[config.mk]
export PLATFORM = sky130hd
export DESIGN_NAME = claw_stepper_seq
export DESIGN_NICKNAME = d
export VERILOG_FILES = /design/src/rtl/claw_stepper_seq.sv
export SDC_FILE = /design/constraint.sdc
export NUM_CORES = 1
export LEC_CHECK = 0
export BUFFER_PORTS_ARGS = -buffer_cell sky130_fd_sc_hd__buf_2
export CAP_MARGIN = 10
export CORE_MARGIN = 4
export CORE_UTILIZATION = 50
export DETAILED_ROUTE_END_ITERATION = 8
export GPL_TIMING_DRIVEN = 0
export PLACE_DENSITY = 0.67
export SLEW_MARGIN = 20
export SYNTH_ARGS = -nofsm -noshare
export SYNTH_HDL_FRONTEND = slang
export SYNTH_SLANG_ARGS = --single-unit
[constraint.sdc]
create_clock -name CLK100MHZ -period 2.55 [get_ports CLK100MHZ]
set_input_delay 0.1275 -clock CLK100MHZ [delete_from_list [all_inputs] [get_ports CLK100MHZ]]
set_output_delay 0.1275 -clock CLK100MHZ [all_outputs]
set_load 0.01 [all_outputs]
[src/rtl/claw_stepper_seq.sv]
// claw_stepper_seq: step-counted drop / grab-pause / raise sequencer for the claw
// axis, driving a 4-wire bipolar stepper in full- or half-step excitation.
module claw_stepper_seq #(
  parameter int unsigned STEP_DELAY   = 1_000_000,
  parameter int unsigned DROP_STEPS   = 300,
  parameter int unsigned PAUSE_CYCLES = 100_000_000,
  parameter int unsigned STEPS_W      = 16,
  parameter int unsigned HOLD_IDLE    = 1
) (
  input  logic               CLK100MHZ,
  input  logic               reset,
  input  logic               go,
  input  logic               abort,
  input  logic               half_step,
  output logic [3:0]         coils,
  output logic               busy,
  output logic               done,
  output logic [STEPS_W-1:0] position
);

  localparam int unsigned TMR_W    = (STEP_DELAY > 1) ? $clog2(STEP_DELAY) : 1;
  localparam int unsigned PAUSE_W  = $clog2(PAUSE_CYCLES + 1);
  localparam logic [3:0]  IDLE_PAT = (HOLD_IDLE != 0) ? 4'b1001 : 4'b0000;

  typedef enum logic [2:0] {
    ST_IDLE,
    ST_DESCEND,
    ST_PAUSE,
    ST_ASCEND,
    ST_DONE
  } state_t;

  state_t               r_state;
  logic [2:0]           r_ph;
  logic                 r_mode;
  logic                 r_go_prev;
  logic [TMR_W-1:0]     r_tmr;
  logic [PAUSE_W-1:0]   r_pause_cnt;

  logic [2:0]           w_inc;
  logic [2:0]           w_ph_dn;
  logic [2:0]           w_ph_up;
  logic                 w_step;
  logic                 w_trig;
  logic                 w_pause_end;
  logic                 w_at_top;

  // Excitation table, indexed by the phase register
  function automatic logic [3:0] phase_pat(input logic [2:0] p);
    case (p)
      3'd0:    phase_pat = 4'b1001;
      3'd1:    phase_pat = 4'b1000;
      3'd2:    phase_pat = 4'b1010;
      3'd3:    phase_pat = 4'b0010;
      3'd4:    phase_pat = 4'b0110;
      3'd5:    phase_pat = 4'b0100;
      3'd6:    phase_pat = 4'b0101;
      default: phase_pat = 4'b0001;
    endcase
  endfunction

  assign w_inc       = r_mode ? 3'd1 : 3'd2;
  assign w_ph_dn     = r_ph - w_inc;
  assign w_ph_up     = r_ph + w_inc;
  assign w_step      = (r_tmr == TMR_W'(STEP_DELAY - 1));
  assign w_trig      = r_go_prev & ~go;
  assign w_pause_end = (r_pause_cnt == PAUSE_W'(PAUSE_CYCLES));
  assign w_at_top    = (position == '0);

  // Sequencer; coils/busy/done are registered from the next-state values
  always_ff @(posedge CLK100MHZ or posedge reset) begin
    if (reset) begin
      r_state     <= ST_IDLE;
      r_ph        <= 3'd0;
      r_mode      <= 1'b0;
      r_go_prev   <= 1'b0;
      r_tmr       <= '0;
      r_pause_cnt <= '0;
      position    <= '0;
      busy        <= 1'b0;
      done        <= 1'b0;
      coils       <= IDLE_PAT;
    end else begin
      r_go_prev <= go;
      case (r_state)
        ST_IDLE: begin
          if (w_trig) begin
            r_state <= ST_DESCEND;
            r_mode  <= half_step;
            r_tmr   <= '0;
            busy    <= 1'b1;
            coils   <= phase_pat(r_ph);
          end
        end
        ST_DESCEND: begin
          if (abort) begin
            if (!w_at_top) begin
              r_state <= ST_ASCEND;
              r_tmr   <= '0;
            end else begin
              r_state <= ST_DONE;
              done    <= 1'b1;
              coils   <= IDLE_PAT;
            end
          end else if (w_step) begin
            r_tmr    <= '0;
            r_ph     <= w_ph_dn;
            position <= position + STEPS_W'(1);
            coils    <= phase_pat(w_ph_dn);
            if (position == STEPS_W'(DROP_STEPS - 1)) begin
              r_state     <= ST_PAUSE;
              r_pause_cnt <= '0;
            end
          end else begin
            r_tmr <= r_tmr + TMR_W'(1);
          end
        end
        ST_PAUSE: begin
          // Pause occupies its entry cycle plus PAUSE_CYCLES counted cycles
          if (abort && w_at_top) begin
            r_state <= ST_DONE;
            done    <= 1'b1;
            coils   <= IDLE_PAT;
          end else if (abort || w_pause_end) begin
            r_state <= ST_ASCEND;
            r_tmr   <= '0;
          end else begin
            r_pause_cnt <= r_pause_cnt + PAUSE_W'(1);
          end
        end
        ST_ASCEND: begin
          if (w_step) begin
            r_tmr    <= '0;
            r_ph     <= w_ph_up;
            position <= position - STEPS_W'(1);
            if (position == STEPS_W'(1)) begin
              r_state <= ST_DONE;
              done    <= 1'b1;
              coils   <= IDLE_PAT;
            end else begin
              coils <= phase_pat(w_ph_up);
            end
          end else begin
            r_tmr <= r_tmr + TMR_W'(1);
          end
        end
        ST_DONE: begin
          r_state <= ST_IDLE;
          done    <= 1'b0;
          busy    <= 1'b0;
        end
        default: begin
          r_state <= ST_IDLE;
          busy    <= 1'b0;
          done    <= 1'b0;
          coils   <= IDLE_PAT;
        end
      endcase
    end
  end

endmodule

## After elaboration in Yosys (flattened, before gate mapping)

Index checks and enable logic that the tools add are counted.

- Output and inout bits: 22
- Bits in registers: 77
- Word-level logic and storage cells: 134
- Bits of input ports: 5

- Bitwise operators: 5
- Reductions and logical operators: 19
- $add $sub $neg: 6
- Equality and inequality tests: 43
- Multiplexer cells: 51

Operators with widths:

| cell | number |
|---|---|
| 27-bit two-way mux | 5 |
| 20-bit two-way mux | 6 |
| 4-bit one-hot mux with 7 select lines | 3 |
| 20-bit one-hot mux with 4 select lines | 1 |
| 27-bit one-hot mux with 2 select lines | 1 |
| 16-bit two-way mux | 3 |
| 3-bit two-way mux | 12 |
| 16-bit one-hot mux with 2 select lines | 1 |
| 3-bit equality test (second input constant) | 10 |
| 4-bit two-way mux | 7 |
| 27-bit by 1-bit adder with 27-bit output (second input constant) | 1 |
| 27-bit equality test (second input constant) | 1 |
| 3-bit by 2-bit equality test with 1-bit output (second input constant) | 8 |
| 2-bit inequality test (second input constant) | 12 |
| 6-bit AND reduction | 4 |
| 20-bit by 1-bit adder with 20-bit output (second input constant) | 1 |
| 20-bit equality test (second input constant) | 1 |
| 4-bit one-hot mux with 5 select lines | 1 |
| 16-bit by 1-bit adder with 16-bit output (second input constant) | 1 |
| 16-bit by 1-bit equality test with 1-bit output (second input constant) | 1 |
| 16-bit by 9-bit equality test with 1-bit output (second input constant) | 1 |
| 16-bit logical NOT | 1 |
| 16-bit by 1-bit subtractor with 16-bit output (second input constant) | 1 |
| 3-bit inequality test (second input constant) | 5 |
| other kinds (20) | 36 |

## Depth between registers and ports, before layout

- Depth in word-level cells: 7
- Gate-level depth with buffers: 9

## Least setup slack after synthesis

OpenSTA, ideal clock, no wires.

- Path type: reg2reg
- Start point: register r_tmr[0]
- End point: register coils[1]
- Setup time: 0.128 ns
- Required time: 2.422 ns
- Path buffers: 0
- Cell stages (with the launch flop): 8
- Setup slack: 0.375 ns
- Arrival: 2.048 ns
- Cells stage by stage: dfrtp_1 -> ha_1 -> and3_1 -> nand4_1 -> nor4_4 -> nor2_2 -> nor3_4 -> mux2_1

- Word-level cells in the longest chain between the ends: 3

RTL lines:

| item | RTL line | RTL |
|---|---|---|
| from (decl) | 37 | `logic [TMR_W-1:0] r_tmr;` |
| from (signal assigned) | 115 | `r_tmr <= r_tmr + TMR_W'(1);` |
| from (signal assigned) | 144 | `r_tmr <= r_tmr + TMR_W'(1);` |
| 20-bit equality test (*) | 65 | `assign w_step = (r_tmr == TMR_W'(STEP_DELAY - 1));` |
| 3-bit inequality test (no source line) / 2-bit inequality test (equally long branches) | - |  |
| 6-bit AND reduction (no source line) (*) | - |  |
| to (signal assigned) | 92 | `coils <= phase_pat(r_ph);` |
| to (signal assigned) | 109 | `coils <= phase_pat(w_ph_dn);` |
| to (signal assigned) | 141 | `coils <= phase_pat(w_ph_up);` |
| to (decl) | 15 | `output logic [3:0] coils,` |

Mark *: on every way between the ends. The rest lies on a longest branch, timed or not.
A chain may end at the register's enable or synchronous reset.

## Worst setup path in the final report

- Start point: register position[2]
- End point: register coils[2]

- Word-level cells in the longest chain between the ends: 4

RTL lines:

| item | RTL line | RTL |
|---|---|---|
| from (decl) | 18 | `output logic [STEPS_W-1:0] position` |
| from (signal assigned) | 108 | `position <= position + STEPS_W'(1);` |
| from (signal assigned) | 135 | `position <= position - STEPS_W'(1);` |
| 16-bit by 1-bit equality test with 1-bit output / 16-bit logical NOT (equally long branches) | 136, 68 |  |
| 4-bit two-way mux / 1-bit logical AND (equally long branches) | 136, 120 |  |
| 4-bit two-way mux / 2-bit inequality test (equally long branches) | - |  |
| 4-bit one-hot mux with 5 select lines / 6-bit AND reduction (equally long branches) | - |  |

Parallel ways exist; a longest one is shown, timed or not. The select of a mux whose other input is x is not followed.

==> impl_metrics.py <==
metrics = {
    "global_routing": {
        "grt_pass1_wl_um": 18900,
        "vias_in_the_first_global_route": 3930,
        "grtUsageMet2": 0.306,
        "grt_overflow": 0,
        "busiest_grt_layer": "met1",
        "globalRouteMet1Util": 0.307,
        "maximum_number_of_pins_on_one_net_before_global_route_repair": 44,
        "antenna_found_initial": 0,
        "overall_track_demand_over_capacity_in_global_routing": 0.205,
        "groute.layer.met3.usage": 0.0383,
    },
    "route": {
        "number_of_iterations_in_the_first_detailed_routing_pass": 5,
        "routed-via-count": 4105,
        "drt-wirelength-per-cell_um": 15.4,
        "dr.first_iter.drc_count": 208,
        "routed_wirelength_um": 10700,
        "post-route-drc-count": 0,
        "routed_via_density": 5.94,
        "antenna_violating_nets_post_route": 0,
    },
    "yosys": {
        "synth_top_area_share": 0.400,
        "synth_cell_types": 59,
        "yosysSeqAreaShare": 0.412,
        "synth_async_sr_flop_share": 1.00,
        "synth.net_count": 549,
        "postSynthAreaPerCell_sq_um": 8.79,
        "yosys-top-cells-count": "75 x sky130_fd_sc_hd__dfrtp_1, 60 x sky130_fd_sc_hd__nor2_1, 46 x sky130_fd_sc_hd__nand2_1",
        "synth-edff-count": 0,
        "post_synth_instance_area_sq_um": 4690,
        "yosys.cell_count.top_type": "sky130_fd_sc_hd__dfrtp_1",
        "ys.warnings.count": 0,
        "synth_area_leaders": "sky130_fd_sc_hd__dfrtp_1 40%, sky130_fd_sc_hd__xor2_1 5.0%, sky130_fd_sc_hd__nor2_1 4.8%",
        "synth_cells": 533,
        "synthFlopType": "sky130_fd_sc_hd__dfrtp_1",
        "synthDominantAreaCellType": "sky130_fd_sc_hd__dfrtp_1",
        "ffs_latches_synth": 77,
    },
    "sta": {
        "max_slew_margin": 0.460,
        "total_count_of_max_transition_violations_in_the_final_report": 0,
        "fin_skew_ps": 11.9,
        "setup_violations": 0,
        "tightest_slew_ps": 804,
        "finalCriticalPeriod_ps": 2370,
        "timing.fmax_ghz": 0.422,
        "setup-tns-final_ps": 0,
        "final_worst_path_period_share": 0.929,
        "final-hold-violation-count": 0,
    },
    "critical_path": {
        "worstPathMaxFanout": 9,
        "required_worst_endpoint_ps": 2790,
        "timing.critical_path.to_type": "register",
        "timing.critical_path.arrival_ps": 2610,
        "cp-start-kind": "register",
        "path_class": "register to register",
    },
    "cells_and_area": {
        "area_growth_syn_to_layout_pct": 12.0,
        "final_layout_size_suffix_gt1_frac": 0.145,
        "filler_cell_count": 831,
        "post_layout_nonfiller_instances": 691,
        "fin_util": 0.571,
        "final_nets": 591,
        "antenna_cells_inserted": 0,
    },
    "status": {
        "result_of_the_run": "completed",
    },
    "floorplanning": {
        "floorplan.die.width_um": 105,
        "floorplan.initialDensity": 0.510,
        "die_y_um": 105,
        "area_inside_the_core_boundary_sq_um": 9200,
        "num_rows": 35,
        "design.die.area_sq_um": 11000,
        "count_of_pins_on_the_block_boundary": 27,
    },
    "placement": {
        "post-place-cells": 671,
        "gp_routability_congestion": 0.830,
        "count_of_input_and_output_buffers": 26,
        "place.detailed.hpwl_um": 7650,
    },
    "clock_tree": {
        "clock_latency_ps": 360,
        "clock-sinks": 77,
        "cts_buffers": 9,
        "clock_tree.htree_level_count": 3,
        "cts.clk_slew.worst_paths_ps": 80,
        "tritoncts": "done",
        "root_buffer": "sky130_fd_sc_hd__clkbuf_8",
        "max-clock-path-buffers": 2,
    },
    "flow_run": {
        "max_cap_viol_count": 0,
    },
    "hold_path": {
        "hp-class": "input pin to register",
    },
    "pwr": {
        "total_power_draw_mw": 4.10,
        "power_density_over_cell_area_nw_per_um2": 782,
        "max-vdd-ir-drop_v": 0.000394,
        "p_leak_nw": 2.27,
    },
}
-- repair_timing --
item | 4_1_cts | 5_1_grt
hold buffers | 2 | 0
pin swaps | 0 | 5
hold endpoints to repair | 35 | 0
buffers inserted | 0 | 2
resized for setup | 2 | 19
setup endpoints to repair | 14 | 46
-- area by class of cell --
class                   instances  area, sq um  area share
plain buffers                  26          114      0.0217
clock buffers                   9          124      0.0236
clock inverters                 7         58.8      0.0112
well taps                     111          139      0.0265
flip-flops and latches         77         1930       0.368
multi-input cells             411         2620       0.500
inverters                      19         73.8      0.0141
repair buffers                 31          185      0.0353
-- registers in the layout, summed over array words and instances (netlist names) --
name	flops
r_state	3
done	1
r_ph	3
r_pause_cnt	27
coils	4
r_tmr	20
r_mode	1
busy	1
r_go_prev	1
position	16
-- report_power, final --
group	switching, mW	internal [mW]	total, mW
clock	0.509	0.365	0.874
combinational	1.11	0.643	1.76
sequential	0.110	1.36	1.47
-- layer usage --
layer  up-vias  wire length, um
met2       118             4800
li1       1993                -
met3        11              607
met5         -                0
met1      1983             5170
met4         0               97
-- through the flow --
step	area [sq um]	hold slack, ps	worst slack (ps)
final	5250	23.5	180
after global routing	5250	15.7	-6.95
after CTS	5180	7.93	18.3
after detailed placement	4980	193	-30.7
after global placement	4960	278	-521
after floorplan	4690	159	375
-- critical path: stages, from the launching register on --
cell	delay (ps)
sky130_fd_sc_hd__dfrtp_1	400
sky130_fd_sc_hd__clkbuf_1	240
sky130_fd_sc_hd__nor4_4	300
sky130_fd_sc_hd__and4_4	320
sky130_fd_sc_hd__and3_1	250
sky130_fd_sc_hd__nor3_1	100
sky130_fd_sc_hd__nor3_4	300
sky130_fd_sc_hd__mux2_1	340
-- cells in the final DEF, fill, tap and decap left out, types with 4 or more instances in the layout --
master | synthesis | final
sky130_fd_sc_hd__mux2_1 | 4 | 4
sky130_fd_sc_hd__ha_1 | 9 | 9
sky130_fd_sc_hd__clkinvlp_4 | 0 | 4
sky130_fd_sc_hd__and3_1 | 8 | 7
sky130_fd_sc_hd__o21ai_0 | 43 | 42
sky130_fd_sc_hd__nand3_1 | 25 | 25
sky130_fd_sc_hd__dfrtp_1 | 75 | 75
sky130_fd_sc_hd__buf_2 | 8 | 36
sky130_fd_sc_hd__nor4b_1 | 5 | 5
sky130_fd_sc_hd__nand4_1 | 22 | 22
sky130_fd_sc_hd__nor3_1 | 26 | 25
sky130_fd_sc_hd__clkbuf_1 | 18 | 13
sky130_fd_sc_hd__nand2_1 | 46 | 45
sky130_fd_sc_hd__nor2_1 | 60 | 60
sky130_fd_sc_hd__xor2_1 | 27 | 27
sky130_fd_sc_hd__xnor2_1 | 15 | 14
sky130_fd_sc_hd__inv_1 | 19 | 18
sky130_fd_sc_hd__mux2i_1 | 4 | 4
sky130_fd_sc_hd__or3_1 | 13 | 13
sky130_fd_sc_hd__nor4_1 | 12 | 11
sky130_fd_sc_hd__clkbuf_8 | 0 | 9
sky130_fd_sc_hd__and2_1 | 7 | 7
sky130_fd_sc_hd__a21oi_1 | 21 | 21
-- cells by family after synthesis --
group,after synthesis,synth area share
AND/OR/NAND/NOR,253,0.292
AO/OA/AOI/OAI,94,0.121
buffers and inverters,45,0.0382
XOR/XNOR,42,0.0785
adder cells (fa/ha/maj),11,0.0326
multiplexers,11,0.0254
flip-flops,77,0.412
-- final timing paths --
kind / from / to / slack, ps / depth (start not counted)
worst max-delay path: position[2] / coils[2] / 180 / 7
worst min-delay path: half_step / r_mode / 20 / 2
worst max register to register: position[2] / coils[2] / 180 / 7
worst min register to register: r_tmr[19] / r_tmr[19] / 490 / 1
max in group asynchronous: reset / coils[0] / 1580 / 4
min in group asynchronous: reset / r_tmr[11] / 340 / 3
No activity file was read; power rests on OpenSTA's default activity.
